### src/rtl/adder_pkg.sv
// ============================================================================
//  Module      : adder_pkg
//  Description : Shared state encodings and default width for serial_adder.
//  Revision    : 1.0 - initial release
// ============================================================================
`default_nettype none

package adder_pkg;

    // Default operand/result width in bits
    localparam int DEFAULT_WIDTH = 8;

    // Controller states; encoding 2'b11 is unused and recovers to IDLE
    typedef enum logic [1:0] {
        ST_IDLE  = 2'b00,
        ST_SHIFT = 2'b01,
        ST_DONE  = 2'b10
    } state_t;

endpackage : adder_pkg

`default_nettype wire

### src/rtl/full_adder.sv
// ============================================================================
//  Module      : full_adder
//  Description : One-bit combinational full adder.
//  Revision    : 1.0 - initial release
// ============================================================================
`default_nettype none

module full_adder (
    input  logic i_a,
    input  logic i_b,
    input  logic i_cin,
    output logic o_s,
    output logic o_cout
);

    // Sum is the parity of the three inputs; carry is their majority
    always_comb begin
        o_s    = i_a ^ i_b ^ i_cin;
        o_cout = (i_a & i_b) | (i_a & i_cin) | (i_b & i_cin);
    end

endmodule : full_adder

`default_nettype wire

### src/rtl/serial_adder.sv
// ============================================================================
//  Module      : serial_adder
//  Description : Bit-serial adder, LSB first, one bit per clock. Result and
//                carry-out are registered and only update on completion.
//  Revision    : 1.0 - initial release
// ============================================================================
`default_nettype none

module serial_adder
    import adder_pkg::*;
#(
    parameter int WIDTH = DEFAULT_WIDTH
) (
    input  logic             clk,
    input  logic             rst,
    input  logic             i_start,
    input  logic [WIDTH-1:0] i_a,
    input  logic [WIDTH-1:0] i_b,
    input  logic             i_cin,
    output logic             o_busy,
    output logic             o_done,
    output logic [WIDTH-1:0] o_sum,
    output logic             o_cout
);

    // Counter only needs to reach WIDTH-1
    localparam int CW = (WIDTH > 2) ? $clog2(WIDTH) : 1;
    localparam logic [CW-1:0] C_LAST = CW'(WIDTH - 1);

    state_t           r_state;
    state_t           w_next;
    logic [WIDTH-1:0] r_a;
    logic [WIDTH-1:0] r_b;
    logic [WIDTH-2:0] r_psum;     // bits already computed, MSB-aligned
    logic [WIDTH-1:0] r_sum;
    logic             r_carry;
    logic             r_cout;
    logic [CW-1:0]    r_cnt;
    logic             w_s;
    logic             w_c;
    logic             w_last;
    logic [WIDTH-1:0] w_psum_next;

    full_adder u_full_adder (
        .i_a    (r_a[0]),
        .i_b    (r_b[0]),
        .i_cin  (r_carry),
        .o_s    (w_s),
        .o_cout (w_c)
    );

    // New bit enters at the MSB; after WIDTH shifts this is the full sum
    always_comb begin
        w_last      = (r_cnt == C_LAST);
        w_psum_next = {w_s, r_psum};
    end

    // Next-state decode and status outputs
    always_comb begin
        w_next = ST_IDLE;
        o_busy = 1'b0;
        o_done = 1'b0;
        case (r_state)
            ST_IDLE: begin
                w_next = i_start ? ST_SHIFT : ST_IDLE;
            end
            ST_SHIFT: begin
                o_busy = 1'b1;
                w_next = w_last ? ST_DONE : ST_SHIFT;
            end
            ST_DONE: begin
                o_busy = 1'b1;
                o_done = 1'b1;
                w_next = ST_IDLE;
            end
            default: begin
                w_next = ST_IDLE;
            end
        endcase
    end

    // State register
    always_ff @(posedge clk) begin
        if (rst) begin
            r_state <= ST_IDLE;
        end else begin
            r_state <= w_next;
        end
    end

    // Operand capture, bit-serial datapath and result registers
    always_ff @(posedge clk) begin
        if (rst) begin
            r_a     <= '0;
            r_b     <= '0;
            r_psum  <= '0;
            r_sum   <= '0;
            r_carry <= 1'b0;
            r_cout  <= 1'b0;
            r_cnt   <= '0;
        end else begin
            case (r_state)
                ST_IDLE: begin
                    if (i_start) begin
                        r_a     <= i_a;
                        r_b     <= i_b;
                        r_carry <= i_cin;
                        r_cnt   <= '0;
                    end
                end
                ST_SHIFT: begin
                    r_a     <= {1'b0, r_a[WIDTH-1:1]};
                    r_b     <= {1'b0, r_b[WIDTH-1:1]};
                    r_psum  <= w_psum_next[WIDTH-1:1];
                    r_carry <= w_c;
                    if (w_last) begin
                        r_sum  <= w_psum_next;
                        r_cout <= w_c;
                    end else begin
                        r_cnt  <= r_cnt + CW'(1);
                    end
                end
                default: begin
                end
            endcase
        end
    end

    assign o_sum  = r_sum;
    assign o_cout = r_cout;

endmodule : serial_adder

`default_nettype wire

### config.mk
export PLATFORM = sky130hd
export DESIGN_NAME = serial_adder
export DESIGN_NICKNAME = d
export VERILOG_FILES = /design/src/rtl/adder_pkg.sv /design/src/rtl/full_adder.sv /design/src/rtl/serial_adder.sv
export SDC_FILE = /design/constraint.sdc
export NUM_CORES = 1
export LEC_CHECK = 0
export CAP_MARGIN = 30
export CORE_MARGIN = 1
export CORE_UTILIZATION = 51
export DETAILED_ROUTE_END_ITERATION = 16
export PLACE_DENSITY = 0.78
export SETUP_SLACK_MARGIN = 0.3
export SLEW_MARGIN = 20
export SYNTH_ARGS = -nofsm -noshare
export SYNTH_HDL_FRONTEND = slang
export SYNTH_SLANG_ARGS = --single-unit
### constraint.sdc
create_clock -name clk -period 1.9 [get_ports clk]
set_input_delay 0.285 -clock clk [delete_from_list [all_inputs] [get_ports clk]]
set_output_delay 0.285 -clock clk [all_outputs]
set_load 0.01 [all_outputs]
======== After elaboration in Yosys (flattened, before gate mapping) ========
Cells that the tools add are included.
cells by class
  $add $sub $neg .......................... 1
  multiply operators ...................... 0
  div/mod/pow operators ................... 0
  order comparisons ....................... 0
  equality and inequality tests ........... 5
  shifts and indexed selects .............. 0
  multiplexer cells ....................... 14
  bitwise operators ....................... 7
  reductions and logical operators ........ 6
operator list
  kind                                                  number
  one-hot mux 8 bit (2 select lines)                    2
  2-to-1 mux 8 bit                                      2
  2-to-1 mux 3 bit                                      2
  one-hot mux 3 bit (2 select lines)                    1
  2-to-1 mux 1 bit                                      4
  inequality test 2 bit (second input constant)         2
  one-hot mux 2 bit (2 select lines)                    1
  AND reduction 2 bit                                   2
  adder 3 x 1 -> 3 bit (second input constant)          1
  bitwise AND 1 bit                                     3
  equality test 3 bit (second input constant)           1
  AND reduction 3 bit                                   1
  equality test 2 x 1 -> 1 bit (second input constant)  1
  equality test 2 bit (second input constant)           1
  logical NOT 2 bit                                     1
  2-to-1 mux 2 bit                                      1
  bitwise OR 1 bit                                      2
  one-hot mux 1 bit (2 select lines)                    1
  nonzero test 2 bit                                    1
  OR reduction 2 bit                                    1
  XOR 1 bit                                             2
word-level totals
  bits in registers ....................... 38
  bits in latches ......................... 0
  RAM bits ................................ 0
  ROM bits ................................ 0
  input port bits ......................... 20
  output and inout bits ................... 11
  word-level logic and storage cells ...... 41
  memories ................................ 0

======== Logic depth before layout (Yosys ltp) ========
  depth after elaboration ................. 4
  mapped depth ............................ 7
  depth with buffers taken out ............ 5

======== Cells and area by module ========
A second synthesis with hierarchy kept.
second synthesis, totals
  cells, all modules ...................... 173
  area, all modules ....................... 1,679.1 sq um
modules (own cells, without submodules)
  module        instances  cells each  area each (sq um)  seq. area each (sq um)
  serial_adder  1          172         1,659.1            760.7
  full_adder    1          1           20.0               0.0

======== Worst setup path before layout ========
OpenSTA, ideal clock, no wires.
  path type ............................... register -> register
  start ................................... register r_state[0]
  end ..................................... register r_a[1]
  library setup time ...................... 146 ps
  arrival time ............................ 1,315 ps
  required time ........................... 1,754 ps
  setup slack ............................. 439 ps
  cell stages (with the launch flop) ...... 8
  path buffers ............................ 2
  clock period less this slack ............ 1,461 ps
  cells stage by stage .................... dfxtp_1 -> inv_1 -> ha_1 -> buf_6 -> mux2_4 -> buf_4 -> nor2_1 -> a211oi_2
on the way
  word-level cells in the longest chain between the ends .. 3
  elaborated cells on any way between the ends .. 6
  classes of those cells .................. 2 x eq/ne; 1 x mux; 3 x reduce/logical
RTL lines
  element                                                                       RTL line             RTL
  start: declaration                                                            serial_adder.sv:30   state_t r_state;
  start signal: assignment                                                      serial_adder.sv:87   r_state <= w_next;
  equality test 2 x 1 -> 1 bit / logical NOT 2 bit (equally long branches)      serial_adder.sv:102  case (r_state)
  nonzero test 2 bit (no line) / inequality test 2 bit (equally long branches)  n/a
  AND reduction 2 bit (no line)                                                 n/a
  end signal: assignment                                                        serial_adder.sv:105  r_a <= i_a;
  end signal: assignment                                                        serial_adder.sv:112  r_a <= {1'b0, r_a[WIDTH-1:1]};
  end: declaration                                                              serial_adder.sv:32   logic [WIDTH-1:0] r_a;
Parallel ways exist; a longest one is shown, timed or not.
A chain may end at the register's enable or synchronous reset.

======== Worst setup path after layout ========
  start ................................... register r_cnt[0]
  end ..................................... register r_cnt[1]
on the way
  word-level cells in the longest chain between the ends .. 3
  elaborated cells on any way between the ends .. 6
  classes of those cells .................. 1 x add/sub; 2 x eq/ne; 2 x mux; 1 x reduce/logical
RTL lines
  element                                                                           RTL line                                 RTL
  start: declaration                                                                serial_adder.sv:38                       logic [CW-1:0] r_cnt;
  start signal: assignment                                                          serial_adder.sv:120                      r_cnt <= r_cnt + CW'(1);
  adder 3 x 1 -> 3 bit / equality test 3 bit (equally long branches)                serial_adder.sv:120, serial_adder.sv:54
  2-to-1 mux 3 bit / inequality test 2 bit (equally long branches)                  n/a
  one-hot mux 3 bit (2 select lines) / AND reduction 3 bit (equally long branches)  n/a
Parallel ways exist; a longest one is shown, timed or not. The select of a mux whose other input is x is not followed.

==> results.env <==
STATUS='finished, final reports clean'
NETS=228
CTS.ROOT.BUFFER_CELL='clkbuf_4'
CRIT_FAMILY='simple AND/OR/NAND/NOR gates'
AVGSYNTHCELLAREA_UM2=10.01
ROW_CNT=20
TIGHTESTPINTRANSITION_NS=0.2700
CRIT_REQUIRED_NS=2.19
CRIT_ARRIVAL_NS=1.89
GRT_SETUP_UNREPAIRED='yes'
SLOWEST_STAGE='dfxtp_1'
NETLIST_AREA_PRE_PLACE_UM2=1712
POST_DR_WIRELENGTH_CELL_UM=13.51
TIMING.FINAL.WS_SETUP_NS=0.2941
ANTENNA_LEFT=0
WORSTPATHBUFFERINVERTERCOUNT=0
SYNTH_TOP_CELL_AREA_SHARE_PCT=44.44
POST_PLACE_SETUP_SLACK_NS=0.1741
CORE_AREA_UM2=3128
LEAKAGE_DISSIPATION_nW=0.7794
FINAL_MIN_PERIOD_OVER_CLOCK_PERIOD_PCT=84.52
GLOBALPLACE.CONGESTION=0.7510
SYNTH_NETS=197
CRITICAL_PATH.CELL_CHAIN='ha_1, ha_1, or2b_1, or3b_1, a21oi_1'
CLOCK_PATH_BUFFERS=2
ROUTE.FINAL.WIRE_LENGTH_MM=3.336
CLOCK_INSERTION_DELAY_WORST_SKEW_NS=0.36
DR_TOTAL_VIAS=1316
CRIT_CELLS=5
POWER.DENSITY_nW_PER_UM2=792.4
START_KIND='flip-flop'
CRIT_START='r_cnt[0]$_SDFFE_PP0P_'
NUM_ANTENNA_CELLS=0
REGTOREGSTARTPOINT='r_cnt[0]$_SDFFE_PP0P_'
FP.DIEH_UM=59.93
AREA.GROWTH.SYNTH_TO_FINAL_PCT=25.15
MAX_CAP_VIOLATIONS=0
FINAL.HOLD.WORST_SLACK_NS=0.4682
NETLIST_INSTANCES=171
SETUP-TNS-FINAL_NS=0
GRT_MAX_DEGREE=42
SUM_OF_NET_HALF_PERIMETERS_AFTER_DETAILED_PLACEMENT_MM=2.194
HOLD_BUFFERS=0
FINALMAXSLEWVIOLATIONS=0
SLEW-LIMIT-HEADROOM_PCT=81.64
CRITICAL_PATH.REG2REG.ENDPOINT='r_cnt[1]$_SDFFE_PP0P_'
DIEAREA_UM2=3592
NUMCTSBUFFERS=5
CRITPATHMAXSTAGEDELAY_NS=0.35
ANTENNA_FOUND_INITIAL=0
DETAIL_ROUTE.DRC_VIOLATIONS=0
YOSYSSEQAREASHARE_PCT=44.44
SYNTH.DISTINCT_CELLS=25
DIE-WIDTH_UM=59.93
SYNTHESIS.YOSYS.WARNINGS=0
FINALSETUPVIOLCOUNT=0
REG2REG_SETUP_SLACK_NS=0.29
FINALCLOCKSKEW_NS=0.01075
IOS=31
PERIOD_MINUS_SLACK_NS=1.606
SETUP.WORST_PATH.END_CLASS='flip-flop'
VIAS_PER_CELL=5.328
GRT_PASS1_VIAS=1282
TIMING.CRITICAL_PATH.MODE_CELL='ha_1'
HTREEDEPTH=2
FLOORPLAN.INITIALDENSITY_PCT=54.72
SYNTH-SEQ-CELLS=38
CRITICAL_PATH.ENDPOINT='r_cnt[1]$_SDFFE_PP0P_'
TOTAL_GLOBAL_ROUTING_TRACK_UTILIZATION_PCT=20.95
SETUP.WORST_PATH.CLASS='flip-flop to flip-flop'
SYNTH_TOP_CELLS_BY_AREA='dfxtp_1 (44%), mux2i_1 (13%), a211oi_2 (11%)'
CLK_PIN_SLEW_WORST_PATHS_NS=0.12
DR.FIRST_ITER.DRC_COUNT=63
FINAL_HOLD_VIOL_COUNT=0
WORST_IR_DROP_VDD_uV=441.1
GLOBALROUTE.TOTALOVERFLOW=0
IO_BUFFER_COUNT=30
HOLD_CLASS='flip-flop to flip-flop'
CTS_NUM_SINKS=38
DRT-PASS1-ITER-COUNT=4
TOP_CELL_TYPE_BY_TOTAL_AREA_AFTER_SYNTHESIS='dfxtp_1'
FIRST_PASS_GRT_WIRE_LENGTH_MM=5.423
CLOCK.FMAX_GHz=0.6227
WORST_R2R_PATH_DEPTH=5
CTS_TREE='yes'
CRIT_PATH_MAX_FANOUT=4
LAYOUT_CELLS_SIZED_ABOVE_1_PCT=17.73
## layout by cell type, fill, tap and decap left out, drive strengths merged
cell type and instances:
or2b 1, nand4b 1, a21oi 11, buf 5, and2 1, nor2b 3, clkinvlp 2, bufinv 1
clkdlybuf4s50 28, o32ai 2, nor2 23, ha 5, clkbuf 6, mux2 2, fa 1, nand2b 3
mux2i 23, o21ai 2, a211oi 15, inv 2, dlygate4sd2 1, a31oi 3, or3b 1, o41ai 1
dfxtp 38, nand2 22
## layer usage
| metal | up-vias | routed length, um | GRT usage [%] |
|---|---|---|---|
| met5 | - | 0 | 0 |
| met4 | 0 | 48 | 9.302 |
| met3 | 5 | 138 | 7.576 |
| met2 | 25 | 1668 | 35.71 |
| met1 | 628 | 1481 | 23.24 |
| li1 | 658 | - | - |
## layout make-up
class                           instances  area, um2
Fill cell                             254      985.9
Multi-Input combinational cell        120      892.1
Sequential cell                        38      760.7
Timing Repair Buffer                   35      344.1
Tap cell                               44      55.05
Clock inverter                          3      45.04
Clock buffer                            5      37.54
Inverter                                2      7.507
## power breakdown
part / internal [mW] / total [mW] / switching, mW
Sequential: 0.839 / 0.865 / 0.0262
Clock: 0.276 / 0.557 / 0.282
Combinational: 0.138 / 0.275 / 0.137
Total: 1.25 / 1.70 / 0.445
## flip-flops by register name, indices dropped and copies added, names as in the netlist
signal / count
r_carry: 1
r_b: 8
r_state: 2
o_cout: 1
o_sum: 8
r_psum: 7
r_a: 8
r_cnt: 3
## kinds of logic (layout without fill, tap and decap cells)
kind of cell    after synthesis  in the layout  share of synthesized area (%)
simple gates                 55             55                          13.89
flops                        38             38                          44.44
compound gates               34             34                          17.40
mux                          24             25                          14.55
buf+inv                      14             45                          4.898
fa+ha+maj                     6              6                          4.825
## synth_stat cells
cell,n
dfxtp_1,38
or2b_1,1
buf_6,2
nand4b_1,1
a211oi_2,15
o41ai_1,1
nor2_1,23
clkbuf_1,3
or3b_1,1
mux2i_2,1
inv_1,2
buf_2,4
mux2_4,1
nand2_1,22
fa_1,1
a31oi_1,3
nor2b_1,3
buf_4,3
a21oi_1,11
and2_1,1
o32ai_1,2
ha_1,5
o21ai_0,2
mux2i_1,22
nand2b_1,3
## tightest hold or removal path: cells and delay by family, from the launching register on
family           cells  cell delay (ns)
AO/OA/AOI/OAI        1             0.05
flip-flops           1             0.33
AND/OR/NAND/NOR      1             0.05
## worst min-delay path by stage
stage | from | endpoint | slack (ns) | depth (start not counted)
finish | o_sum[3]$_SDFFE_PP0P_ | o_sum[3]$_SDFFE_PP0P_ | 0.47 | 2
global route | o_sum[1]$_SDFFE_PP0P_ | o_sum[1]$_SDFFE_PP0P_ | 0.49 | 2
CTS | o_sum[3]$_SDFFE_PP0P_ | o_sum[3]$_SDFFE_PP0P_ | 0.47 | 2
detailed placement | o_cout$_SDFFE_PP0P_ | o_cout$_SDFFE_PP0P_ | 0.45 | 2
global placement | o_sum[0]$_SDFFE_PP0P_ | o_sum[0]$_SDFFE_PP0P_ | 0.44 | 2
floorplan | i_start | r_state[0]$_SDFF_PP0_ | 0.43 | 2
## per-stage QoR
stage	power, mW	util (%)	cells	instance area, um2
floorplan	1.074	-	171	1712
global placement	1.135	65.00	237	2033
finish	1.697	68.48	247	2142
CTS	1.707	68.28	247	2136
detailed placement	1.147	65.00	237	2033
global route	1.770	68.48	247	2142
## repair_timing
item,CTS,global route
pin swaps,0,0
buffers inserted,1,0
endpoints found under the setup margin,29,28
resized for setup,4,6
cloned,1,0
(Power assumes the default switching activity.)
==> RTL edit: new RTL, config.mk and constraints unchanged <==
Change the package constant `DEFAULT_WIDTH` from 8 to 4.
--- a/src/rtl/adder_pkg.sv
+++ b/src/rtl/adder_pkg.sv
@@ -10,3 +10,3 @@
     // Default operand/result width in bits
-    localparam int DEFAULT_WIDTH = 8;
+    localparam int DEFAULT_WIDTH = 4;
 
Interface: changed (resized i_a, i_b and o_sum); port bits go from 31 to 19. The function was not compared with the original's and may differ.
==> RTL edit against the original RTL <==
  * Final area down 43%
  * Wire length down 49%
  * Global-route usage down 2.4 points
  * Synthesized area down 41%
  * Setup slack better by 100 ps
  * Power down 49%
  * Maximum frequency up 6.8%
  * Sequential cell count down 17
==> RTL edit: results (changes against the original RTL) <==
qor: outcome.outcome finished, final reports clean
qor: layout.drive_above_1_share 0.134 [-0.0429]
qor: placement.gpl.final_weighted_congestion 0.735 [-2.2%]
qor: grt.number_of_global_route_vias_before_repair 665 [-48%]
qor: drt.vias 737 [-44%]
qor: synthesis.synth.lib_cells_used.distinct 23 [-8.0%]
qor: grt.first_pass_grt_wire_length 2.75 mm [-49%]
qor: grt.combined_global_route_utilization_of_all_metal_layers 0.185 [-0.0243]
qor: worst_setup_path.regToRegStartpoint r_state[0]
qor: grt.largest_net_degree_at_the_start_of_global_routing 22 [-48%]
qor: synthesis.fraction_of_synthesized_area_in_multiplexers 0.143 [-0.00208]
qor: timing.worst_clock_skew 6.67 ps [-4.08 ps]
qor: cts.insertion_delay 300 ps [-60 ps]
qor: synthesis.netlist_top_cells_count sky130_fd_sc_hd__dfxtp_1 (21), sky130_fd_sc_hd__nor2_1 (15), sky130_fd_sc_hd__mux2i_1 (13)
qor: placement.port-buffer-count 18 [-40%]
qor: worst_setup_path.cp_max_stage_cell sky130_fd_sc_hd__dfxtp_2
qor: drt.detail_route.first_pass.iterations 3 [-1]
qor: placement.placedInstanceArea 1190 um2 [-41%]
qor: layout.antenna_cells_inserted 0 [unchanged]
qor: drt.viasPerCell 5.12 [-3.9%]
qor: worst_setup_path.r2r_slack 510 ps [+220 ps]
qor: worst_setup_path.rr_endpoint r_a[3]
qor: placement.place_inst 140 [-41%]
qor: synthesis.synth_top_cells_by_area sky130_fd_sc_hd__dfxtp_1 (42%), sky130_fd_sc_hd__mux2i_1 (13%), sky130_fd_sc_hd__a211oi_2 (8.7%)
qor: synthesis.fraction_of_the_yosys_area_taken_by_sequential_cells 0.415 [-0.0291]
qor: synthesis.synth_adder_area_share 0.0816 [+0.0333]
qor: power_and_ir_drop.peakVddDrop 0.562 mV [+28%]
qor: cts.clock_tree.htree_level_count 1 [-1]
qor: synthesis.synth_compound_gate_area_share 0.152 [-0.0219]
qor: drt.drt_iter0_drc 7 [-89%]
qor: drt.routed_wl 1.71 mm [-49%]
qor: worst_setup_path.crit_path_max_fanout 3 [-1]
qor: placement.hpwl_after_dpl 1.26 mm [-42%]
qor: worst_setup_path.critPathTopFamily flip-flops
qor: timing.max_slew_margin 0.660 [-0.156]
qor: worst_setup_path.worstSetupEndpoint o_busy
qor: power_and_ir_drop.lkg_pwr 0.463 nW [-41%]
qor: power_and_ir_drop.switching_share 0.269 [+0.00734]
==> RTL edit: cell count changes after synthesis, moves of 2 or more <==
cell	change
sky130_fd_sc_hd__dfxtp_1	-17
sky130_fd_sc_hd__a211oi_2	-8
sky130_fd_sc_hd__a21oi_1	-5
sky130_fd_sc_hd__nand3_1	+5
sky130_fd_sc_hd__buf_6	-2
sky130_fd_sc_hd__a31oi_1	-3
sky130_fd_sc_hd__nor2_1	-8
sky130_fd_sc_hd__o32ai_1	-2
sky130_fd_sc_hd__clkbuf_1	-2
sky130_fd_sc_hd__buf_4	-2
sky130_fd_sc_hd__nand2_1	-16
sky130_fd_sc_hd__nand3b_1	+2
sky130_fd_sc_hd__mux2i_1	-9
==> RTL edit: worst register-to-register path: cells and delay by family, from the launching register on <==
kind	cells	cell delay (ps)
mux	2	590
simple gates	1	50
buf+inv	1	60
fa+ha+maj	1	230
flops	1	340
==> RTL edit: area by class of cell <==
type | count | area (um2)
Inverter | 2 | 7.51
Clock buffer | 4 | 26.3
Timing Repair Buffer | 20 | 194
Sequential cell | 21 | 423
Fill cell | 158 | 582
Tap cell | 25 | 31.3
Multi-Input combinational cell | 72 | 538
==> RTL edit: how the worst min path moves through the flow <==
stage | cells after the start | slack [ps] | from | to
6_report | 2 | 460 | o_sum[3] | o_sum[3]
5_1_grt | 2 | 490 | o_sum[3] | o_sum[3]
4_1_cts | 2 | 470 | o_sum[3] | o_sum[3]
3_5_place_dp | 2 | 450 | o_sum[3] | o_sum[3]
3_3_place_gp | 2 | 450 | o_sum[3] | o_sum[3]
2_1_floorplan | 2 | 440 | r_psum[0] | o_sum[0]
==> RTL edit: per-stage QoR <==
step / setup slack, ps / hold slack [ps]
global route: 340 / 488
global placement: 396 / 448
detailed placement: 321 / 450
floorplan: 542 / 443
CTS: 320 / 466
finish: 396 / 463
==> RTL edit: power by group through the flow <==
stage | sequential [W] | combinational, W | clock [W]
detailed placement | 0.000495 | 0.000180 | 0
global route | 0.000489 | 0.000198 | 0.000233
global placement | 0.000494 | 0.000173 | 0
finish | 0.000485 | 0.000178 | 0.000210
CTS | 0.000485 | 0.000178 | 0.000216
floorplan | 0.000491 | 0.000141 | 0
==> RTL edit: metal layers <==
metal,global-route usage,part of all wire,up-vias
met5,0,0,-
met4,0.0882,0.018,0
met3,0.0353,0.025,4
met2,0.317,0.47,13
met1,0.218,0.48,336
li1,-,-,384
==> RTL edit: what timing repair did <==
| item | in CTS | in global routing |
|---|---|---|
| gates resized for setup | 2 | 3 |
| endpoints found under the setup margin | 2 | 1 |
| pin swaps | 0 | 0 |
| setup buffers | 0 | 0 |
